<file path="src/rtl/prog_load_ctrl.sv">
// Boot-time program loader: packs UART RX bytes into 32-bit LE words,
// writes them to instruction memory and holds the core in reset until done.
module prog_load_ctrl #(
  parameter int unsigned ADDR_W    = 10,
  parameter logic [31:0] TERM_WORD = 32'h0000_0FFF
) (
  input  logic              clk_i,
  input  logic              rst_ni,
  input  logic              en_i,
  input  logic [7:0]        rx_byte_i,
  input  logic              rx_valid_i,
  output logic              mem_req_o,
  input  logic              mem_gnt_i,
  output logic [ADDR_W-1:0] mem_addr_o,
  output logic [31:0]       mem_wdata_o,
  output logic              core_rst_no,
  output logic              done_o,
  output logic              err_o,
  output logic [ADDR_W:0]   word_cnt_o
);

  localparam logic [ADDR_W:0] CAP = {1'b1, {ADDR_W{1'b0}}};

  typedef enum logic [2:0] {
    S_IDLE,
    S_RECV,
    S_WRITE,
    S_DONE,
    S_ERROR
  } state_t;

  state_t            r_state;
  state_t            w_state_nxt;
  logic [1:0]        r_bcnt;
  logic [23:0]       r_asm;
  logic [31:0]       r_wdata;
  logic [ADDR_W-1:0] r_addr;
  logic [ADDR_W:0]   r_cnt;
  logic [7:0]        r_skid;
  logic              r_skid_vld;

  logic              w_byte_vld;
  logic [7:0]        w_byte;
  logic [31:0]       w_word;
  logic              w_last;
  logic              w_term;
  logic              w_full;
  logic              w_fire;
  logic              w_ovf;

  // A held skid byte always goes ahead of a fresh arrival.
  assign w_byte     = r_skid_vld ? r_skid : rx_byte_i;
  assign w_byte_vld = (r_state == S_RECV) &&
                      (r_skid_vld || rx_valid_i);
  assign w_word     = {w_byte, r_asm};
  assign w_last     = w_byte_vld && (r_bcnt == 2'd3);
  assign w_term     = (w_word == TERM_WORD);
  assign w_full     = (r_cnt == CAP);
  assign w_fire     = (r_state == S_WRITE) && mem_gnt_i;
  assign w_ovf      = (r_state == S_WRITE) &&
                      rx_valid_i && r_skid_vld;

  always_ff @(posedge clk_i or negedge rst_ni) begin
    if (!rst_ni) begin
      r_state <= S_IDLE;
    end else begin
      r_state <= w_state_nxt;
    end
  end

  always_comb begin
    w_state_nxt = r_state;
    unique case (r_state)
      S_IDLE: begin
        if (en_i) w_state_nxt = S_RECV;
      end
      S_RECV: begin
        if (w_last) begin
          unique case (1'b1)
            w_term:            w_state_nxt = S_DONE;
            !w_term && w_full: w_state_nxt = S_ERROR;
            default:           w_state_nxt = S_WRITE;
          endcase
        end
      end
      S_WRITE: begin
        if (w_ovf) begin
          w_state_nxt = S_ERROR;
        end else if (mem_gnt_i) begin
          w_state_nxt = S_RECV;
        end
      end
      S_DONE:  w_state_nxt = S_DONE;
      S_ERROR: w_state_nxt = S_ERROR;
      default: w_state_nxt = S_IDLE;
    endcase
  end

  always_ff @(posedge clk_i or negedge rst_ni) begin
    if (!rst_ni) begin
      r_bcnt     <= '0;
      r_asm      <= '0;
      r_wdata    <= '0;
      r_addr     <= '0;
      r_cnt      <= '0;
      r_skid     <= '0;
      r_skid_vld <= 1'b0;
    end else begin
      if (w_byte_vld) begin
        r_bcnt <= r_bcnt + 2'd1;
        unique case (r_bcnt)
          2'd0:    r_asm[7:0]   <= w_byte;
          2'd1:    r_asm[15:8]  <= w_byte;
          2'd2:    r_asm[23:16] <= w_byte;
          default: ;
        endcase
      end
      if (w_last && !w_term && !w_full) begin
        r_wdata <= w_word;
      end
      if (w_fire) begin
        r_addr <= r_addr + ADDR_W'(1);
        r_cnt  <= r_cnt + (ADDR_W+1)'(1);
      end
      unique case (r_state)
        S_RECV: begin
          if (r_skid_vld) begin
            r_skid_vld <= rx_valid_i;
            r_skid     <= rx_byte_i;
          end
        end
        S_WRITE: begin
          if (rx_valid_i && !r_skid_vld) begin
            r_skid_vld <= 1'b1;
            r_skid     <= rx_byte_i;
          end
        end
        default: r_skid_vld <= 1'b0;
      endcase
    end
  end

  assign mem_req_o   = (r_state == S_WRITE);
  assign mem_addr_o  = r_addr;
  assign mem_wdata_o = r_wdata;
  assign core_rst_no = (r_state == S_DONE);
  assign done_o      = (r_state == S_DONE);
  assign err_o       = (r_state == S_ERROR);
  assign word_cnt_o  = r_cnt;

endmodule

</file>
<file path="config.mk">
export PLATFORM = sky130hd
export DESIGN_NAME = prog_load_ctrl
export DESIGN_NICKNAME = d
export VERILOG_FILES = /design/src/rtl/prog_load_ctrl.sv
export SDC_FILE = /design/constraint.sdc
export NUM_CORES = 1
export LEC_CHECK = 0
export ABC_AREA = 1
export CORE_UTILIZATION = 40
export CTS_CLUSTER_DIAMETER = 50
export DETAILED_ROUTE_END_ITERATION = 10
export SLEW_MARGIN = 20
export SYNTH_ARGS = -nofsm -noshare
export SYNTH_HDL_FRONTEND = slang
export SYNTH_SLANG_ARGS = --single-unit
</file>
<file path="constraint.sdc">
create_clock -name clk_i -period 2.2 [get_ports clk_i]
set_clock_uncertainty 0.1 [all_clocks]
set_input_delay 0.33 -clock clk_i [delete_from_list [all_inputs] [get_ports clk_i]]
set_output_delay 0.33 -clock clk_i [all_outputs]
set_load 0.05 [all_outputs]
</file>
==> impl_metrics.tcl, run 1 <==
set metrics [dict create \
    synthArstFlopShare_pct 100.0 \
    delay_of_the_slowest_cell_on_the_worst_path_ns 0.84 \
    critical_path_class "flop to output port" \
    gr-max-usage-layer "met2" \
    path_max_fanout 5 \
    final_max_slew_viol_count 0 \
    drt-vias-per-instance 4.630 \
    finish.utilization_pct 51.18 \
    critical_path.n_buffers_inverters 1 \
    worst_hold_path_type "input pin to async pin" \
    postCtsResizedCells 0 \
    clkLatencyLatePin_ns 0.35 \
    routedWlPerCell_microns 13.12 \
    fp.dieArea_sq_um 11060 \
    grt_util_met1_pct 24.19 \
    synth_adder_area_share_pct 2.058 \
    syn_inst 483 \
    final_net_count 577 \
    clockRootBuffer "clkbuf_8" \
    fmaxAchievable_mhz 480.0 \
    global_route.usage.total_pct 17.98 \
    synthDistinctLibCells 30 \
    synth-seq-cells 91 \
    clock_buffers_created_by_tritoncts 9 \
    critical-path-slowest-cell "clkdlybuf4s50_1" \
    syn-mean-instance-area_sq_um 8.813 \
    post_cts.repair.setup_buffers 0 \
    startpoint "mem_addr_o[0]$_DFFE_PN0P_" \
    max-cap-violations 0 \
    placement.io_buffers 69 \
    cts-htree-levels 3 \
    irDropWorstVdd_mv 0.8006 \
    chipWidth_microns 105.2 \
    ff2ff_path_depth 9 \
    grt_max_degree 45 \
    detail_route.first_pass.iterations 4 \
    syn2layout_area_growth_pct 24.13 \
    timing.final.crit_period_ns 2.083 \
    setup.worst_path.end_class "output port" \
    synth-edff-count 0 \
    floorplan.initialDensity_pct 41.23 \
    routed-via-count 3232 \
    grt_setup_unrepaired "no" \
    synth_top_family_by_area "simple AND/OR/NAND/NOR gates" \
    antennaDiodeCount 0 \
    grt.met3_usage_pct 3.182 \
    drc 0 \
    critical_path.startpoint_type "flop" \
    synth-main-ff-cell "dfrtp_1" \
    via_count_of_the_first_global_routing_pass 3251 \
    net_count_of_the_mapped_netlist 503 \
    layout.area.seq_sq_um 2277 \
    rrSetupSlack_ns 0.32 \
    hpwl_mm 6.480 \
    power_density_nw_per_um2 1463 \
    tightestPinTransition_ns 0.5178 \
    grt_pass1_wl_mm 15.74 \
    core_area_sq_um 10320 \
    site_rows 37 \
    netlist_top_cells_area "dfrtp_1 (53%), nand2_1 (13%), inv_1 (4.3%)" \
    report.final.hold_viol_count 0 \
    timing.rr.start "r_asm[7]$_DFFE_PN0P_" \
    synthMuxAreaShare_pct 0 \
    cell_chain_of_the_critical_path "clkdlybuf4s50_1" \
    tritoncts "done" \
    worst_hold_slack_ns 0.3544 \
    final.setup.tns_ns 0 \
    clock-sinks 91 \
    synthMostInstantiatedCell "nand2_1" \
    clk_transition_reported_paths_ns 0.10 \
    synthDominantAreaCellType "dfrtp_1" \
    critical_path.top_delay_family "buffers and inverters" \
    timing.rr.end "mem_wdata_o[9]$_DFFE_PN0P_" \
    leakage_uw 0.002621 \
    final_layout_size_suffix_gt1_share_pct 11.39 \
    netlist.area_leader.share_pct 53.50 \
    synth_compound_area_share_pct 6.790 \
    synth_area_sq_um 4257 \
    slew-limit-headroom_pct 65.37 \
    overflow 0 \
    ant_nets 0 \
    antenna_found_initial 0 \
    use_met2_pct 29.66 \
    layout.filler_cells 980 \
    critical_path_arrival_ns 1.65 \
    final_weighted_congestion_in_routability_driven_placement 0.7526 \
    die_h_microns 105.2 \
    period_share_pct 94.70 \
    cts_max_path_buffers 2 \
    synth.yosys.warnings 0 \
    ctsHoldBuffers 1 \
    synth-xor-area-share_pct 4.115 \
    result_of_the_run "completed" \
    route.final.wire_length_mm 9.159 \
    sequential_share_of_the_synthesized_area_pct 53.50 \
    simple_gate_share_of_the_synthesized_area_pct 25.93 \
    final_setup_violation_count 0 \
    multiInputGateArea_sq_um 1660 \
    ios 70 \
    post_synth_most_frequent_cells "nand2_1 (146), dfrtp_1 (91), inv_1 (49), o21ai_0 (35), nand3_1 (34)" \
    detailed_route_iter0_violations 119 \
    required_ns 1.77 \
]
[how the worst max path moves through the flow]
stage | to | slack (ns) | depth (start not counted)
floorplan | mem_wdata_o[24]$_DFFE_PN0P_ | 0.24 | 9
global placement | mem_wdata_o[2]$_DFFE_PN0P_ | 0.13 | 10
detailed placement | mem_wdata_o[22]$_DFFE_PN0P_ | 0.08 | 10
CTS | word_cnt_o[6] | 0.09 | 1
global route | word_cnt_o[6] | 0.05 | 1
finish | mem_addr_o[0] | 0.12 | 1
[power by group]
group / internal, uW / switching, uW / total (uW)
registers: 2330 / 522 / 2850
logic: 1170 / 2460 / 3630
clock network: 645 / 598 / 1240
[sequential cells by signal, summed over array words and instances, names as in the netlist]
signal	flops
r_skid	8
word_cnt_o	11
r_asm	24
r_bcnt	2
r_state	3
mem_wdata_o	32
mem_addr_o	10
r_skid_vld	1
[routing by layer]
| layer | routed length, microns | vias up |
|---|---|---|
| met5 | 0 | - |
| met4 | 72 | 0 |
| met3 | 285 | 9 |
| met2 | 4270 | 64 |
| met1 | 4530 | 1496 |
| li1 | - | 1663 |
[metrics by stage]
stage	power, uW	std cells	area [sq um]	worst slack, ns
6_report	7728	698	5284	0.1165
5_1_grt	8239	698	5284	0.04576
4_1_cts	7792	698	5284	0.09169
3_5_place_dp	6537	681	5057	0.08453
3_3_place_gp	6472	681	5057	0.1264
2_1_floorplan	5381	483	4262	0.2375
[cell type report]
cell class | instances | area share (%)
clock buffer | 10 | 2.415
timing repair buffer | 79 | 14.54
sequential | 91 | 43.10
inverter | 51 | 3.623
multi-input combinational | 325 | 31.42
clock inverter | 6 | 1.681
tap | 136 | 3.220
[cells by family (layout without fill, tap and decap cells)]
family / after synthesis / count (layout)
compound gates: 49 / 49
xor+xnor: 20 / 20
fa+ha+maj: 7 / 7
buf+inv: 67 / 146
flops: 91 / 91
simple gates: 249 / 249
[placed cells by master (no fill, tap or decap), drive strengths merged]
cell           instances
a21oi                  3
buf                   14
bufinv                 2
clkbuf                10
clkdlybuf4s50         64
clkinv                 2
clkinvlp               1
dfrtp                 91
dlygate4sd3            1
ha                     7
inv                   52
nand2                162
nand3                 35
nand4                  7
nor2                  35
nor3                   8
o21ai                 44
o22ai                  2
or2                    2
xnor2                  4
xor2                  16
(Power assumes the default switching activity.)
==> run 2: changes to the inputs <==
--- a/config.mk
+++ b/config.mk
@@ -9,6 +9,7 @@
 export CORE_UTILIZATION = 40
 export CTS_CLUSTER_DIAMETER = 50
 export DETAILED_ROUTE_END_ITERATION = 10
+export PLACE_DENSITY = 0.69
 export SLEW_MARGIN = 20
 export SYNTH_ARGS = -nofsm -noshare
 export SYNTH_HDL_FRONTEND = slang
==> impl_metrics.tcl, run 2 (synthesized netlist as in run 1, its figures left out) <==
set metrics [dict create \
    path_max_fanout 5 \
    leakage_uw 0.002603 \
    syn2layout_area_growth_pct 23.34 \
    rrSetupSlack_ns 0.32 \
    drt-vias-per-instance 4.720 \
    layout_commonest_cell "nand2_1" \
    finish.utilization_pct 50.85 \
    chipWidth_microns 105.2 \
    worst_hold_slack_ns 0.3774 \
    period_share_pct 95.59 \
    core_area_sq_um 10320 \
    tightestPinTransition_ns 0.5496 \
    routedWlPerCell_microns 12.77 \
    critical-path-slowest-cell "clkdlybuf4s50_1" \
    setup_ws_ns 0.09707 \
    hpwl_mm 6.409 \
    placement.io_buffers 69 \
    overflow 0 \
    crit_end "word_cnt_o[3]" \
    delay_of_the_slowest_cell_on_the_worst_path_ns 0.86 \
    timing.rr.start "r_asm[6]$_DFFE_PN0P_" \
    site_rows 37 \
    pre_cts_ws_ns 0.09637 \
    largest_register_ff_count 32 \
    report.final.hold_viol_count 0 \
    floorplan.initialDensity_pct 41.23 \
    clock_buffers_created_by_tritoncts 9 \
    slew-limit-headroom_pct 63.36 \
    irDropWorstVdd_mv 0.7364 \
    fp.dieArea_sq_um 11060 \
    startpoint "word_cnt_o[3]$_DFFE_PN0P_" \
    final.setup.tns_ns 0 \
    critical_path.n_buffers_inverters 1 \
    final_max_slew_viol_count 0 \
    critical_path.top_delay_family "buffers and inverters" \
    routed-via-count 3299 \
    required_ns 1.77 \
    critical_path_depth 1 \
    tritoncts "done" \
    detail_route.first_pass.iterations 4 \
    via_count_of_the_first_global_routing_pass 3213 \
    power_density_nw_per_um2 1432 \
    global_route.usage.total_pct 17.50 \
    grt_setup_unrepaired "no" \
    antenna_found_initial 0 \
    cts_max_path_buffers 2 \
    critical_path_arrival_ns 1.67 \
    layout.filler_cells 940 \
    drc 0 \
    final_setup_violation_count 0 \
    timing.rr.end "mem_wdata_o[15]$_DFFE_PN0P_" \
    postCtsResizedCells 0 \
    cell_chain_of_the_critical_path "clkdlybuf4s50_1" \
    clk_transition_reported_paths_ns 0.10 \
    cts-htree-levels 3 \
    critical_path.startpoint_type "flop" \
    final_layout_size_suffix_gt1_share_pct 11.72 \
    final_net_count 578 \
    worst_hold_path_type "flop to flop" \
    antennaDiodeCount 0 \
    clock-sinks 91 \
    timing.final.crit_period_ns 2.103 \
    setup.worst_path.end_class "output port" \
    holdCritStartpoint "mem_wdata_o[6]$_DFFE_PN0P_" \
    fmaxAchievable_mhz 475.5 \
    clkLatencyLatePin_ns 0.36 \
    clockRootBuffer "clkbuf_8" \
    post_cts.repair.setup_buffers 0 \
    die_h_microns 105.2 \
    grt_max_degree 42 \
    max-cap-violations 0 \
    ant_nets 0 \
    ff2ff_path_depth 9 \
    route.final.wire_length_mm 8.928 \
    critical_path_class "flop to output port" \
    ios 70 \
    most-common-layout-cells "nand2_1 (146), dfrtp_1 (91), clkdlybuf4s50_1 (64)" \
    grt_pass1_wl_mm 15.32 \
    final_weighted_congestion_in_routability_driven_placement 0.8000 \
    detailed_route_iter0_violations 133 \
    result_of_the_run "completed" \
]
==> run 2: what timing repair did <==
| item | in CTS | in global routing |
|---|---|---|
| hold buffers | 1 | 0 |
| setup endpoints to repair | 0 | 0 |
| hold endpoints to repair | 38 | 0 |
==> run 2: power breakdown <==
part,switching (uW),leakage (uW),internal (uW)
logic,2450,0.00137,1170
clock network,627,0.0000860,417
registers,517,0.00115,2330
total,3600,0.00260,3920
==> run 2: routing by layer <==
metal  share of wire [%]  vias up  track usage (%)
met4                0.71        0            3.722
met2                  48       80            29.80
met3                 5.1        6            5.240
li1                    -     1663                -
met1                  46     1550            21.97
met5                   0        -                0
==> run 2: layout make-up <==
class | instances | area (sq um) | area share [%]
repair buffers | 80 | 775.7 | 14.78
multi-input cells | 325 | 1660 | 31.63
inverters | 51 | 191.4 | 3.646
flip-flops and latches | 91 | 2277 | 43.37
clock buffers | 9 | 123.9 | 2.359
clock inverters | 7 | 51.30 | 0.9771
well taps | 136 | 170.2 | 3.241
==> run 2: worst min-delay path by stage <==
stage / endpoint / depth (start not counted) / slack, ns
2_1_floorplan: mem_addr_o[0]$_DFFE_PN0P_ / 0 / -0.07
3_3_place_gp: mem_wdata_o[27]$_DFFE_PN0P_ / 1 / 0.26
3_5_place_dp: mem_wdata_o[27]$_DFFE_PN0P_ / 1 / 0.25
4_1_cts: mem_wdata_o[14]$_DFFE_PN0P_ / 2 / 0.38
5_1_grt: mem_wdata_o[22]$_DFFE_PN0P_ / 2 / 0.40
6_report: mem_wdata_o[6]$_DFFE_PN0P_ / 2 / 0.38
==> run 2: stage by stage <==
step,total power (uW),area [sq um],cells
finish,7518,5250,699
global route,8017,5250,699
CTS,7579,5250,699
detailed placement,6525,5065,682
global placement,6451,5065,682
floorplan,5381,4262,483
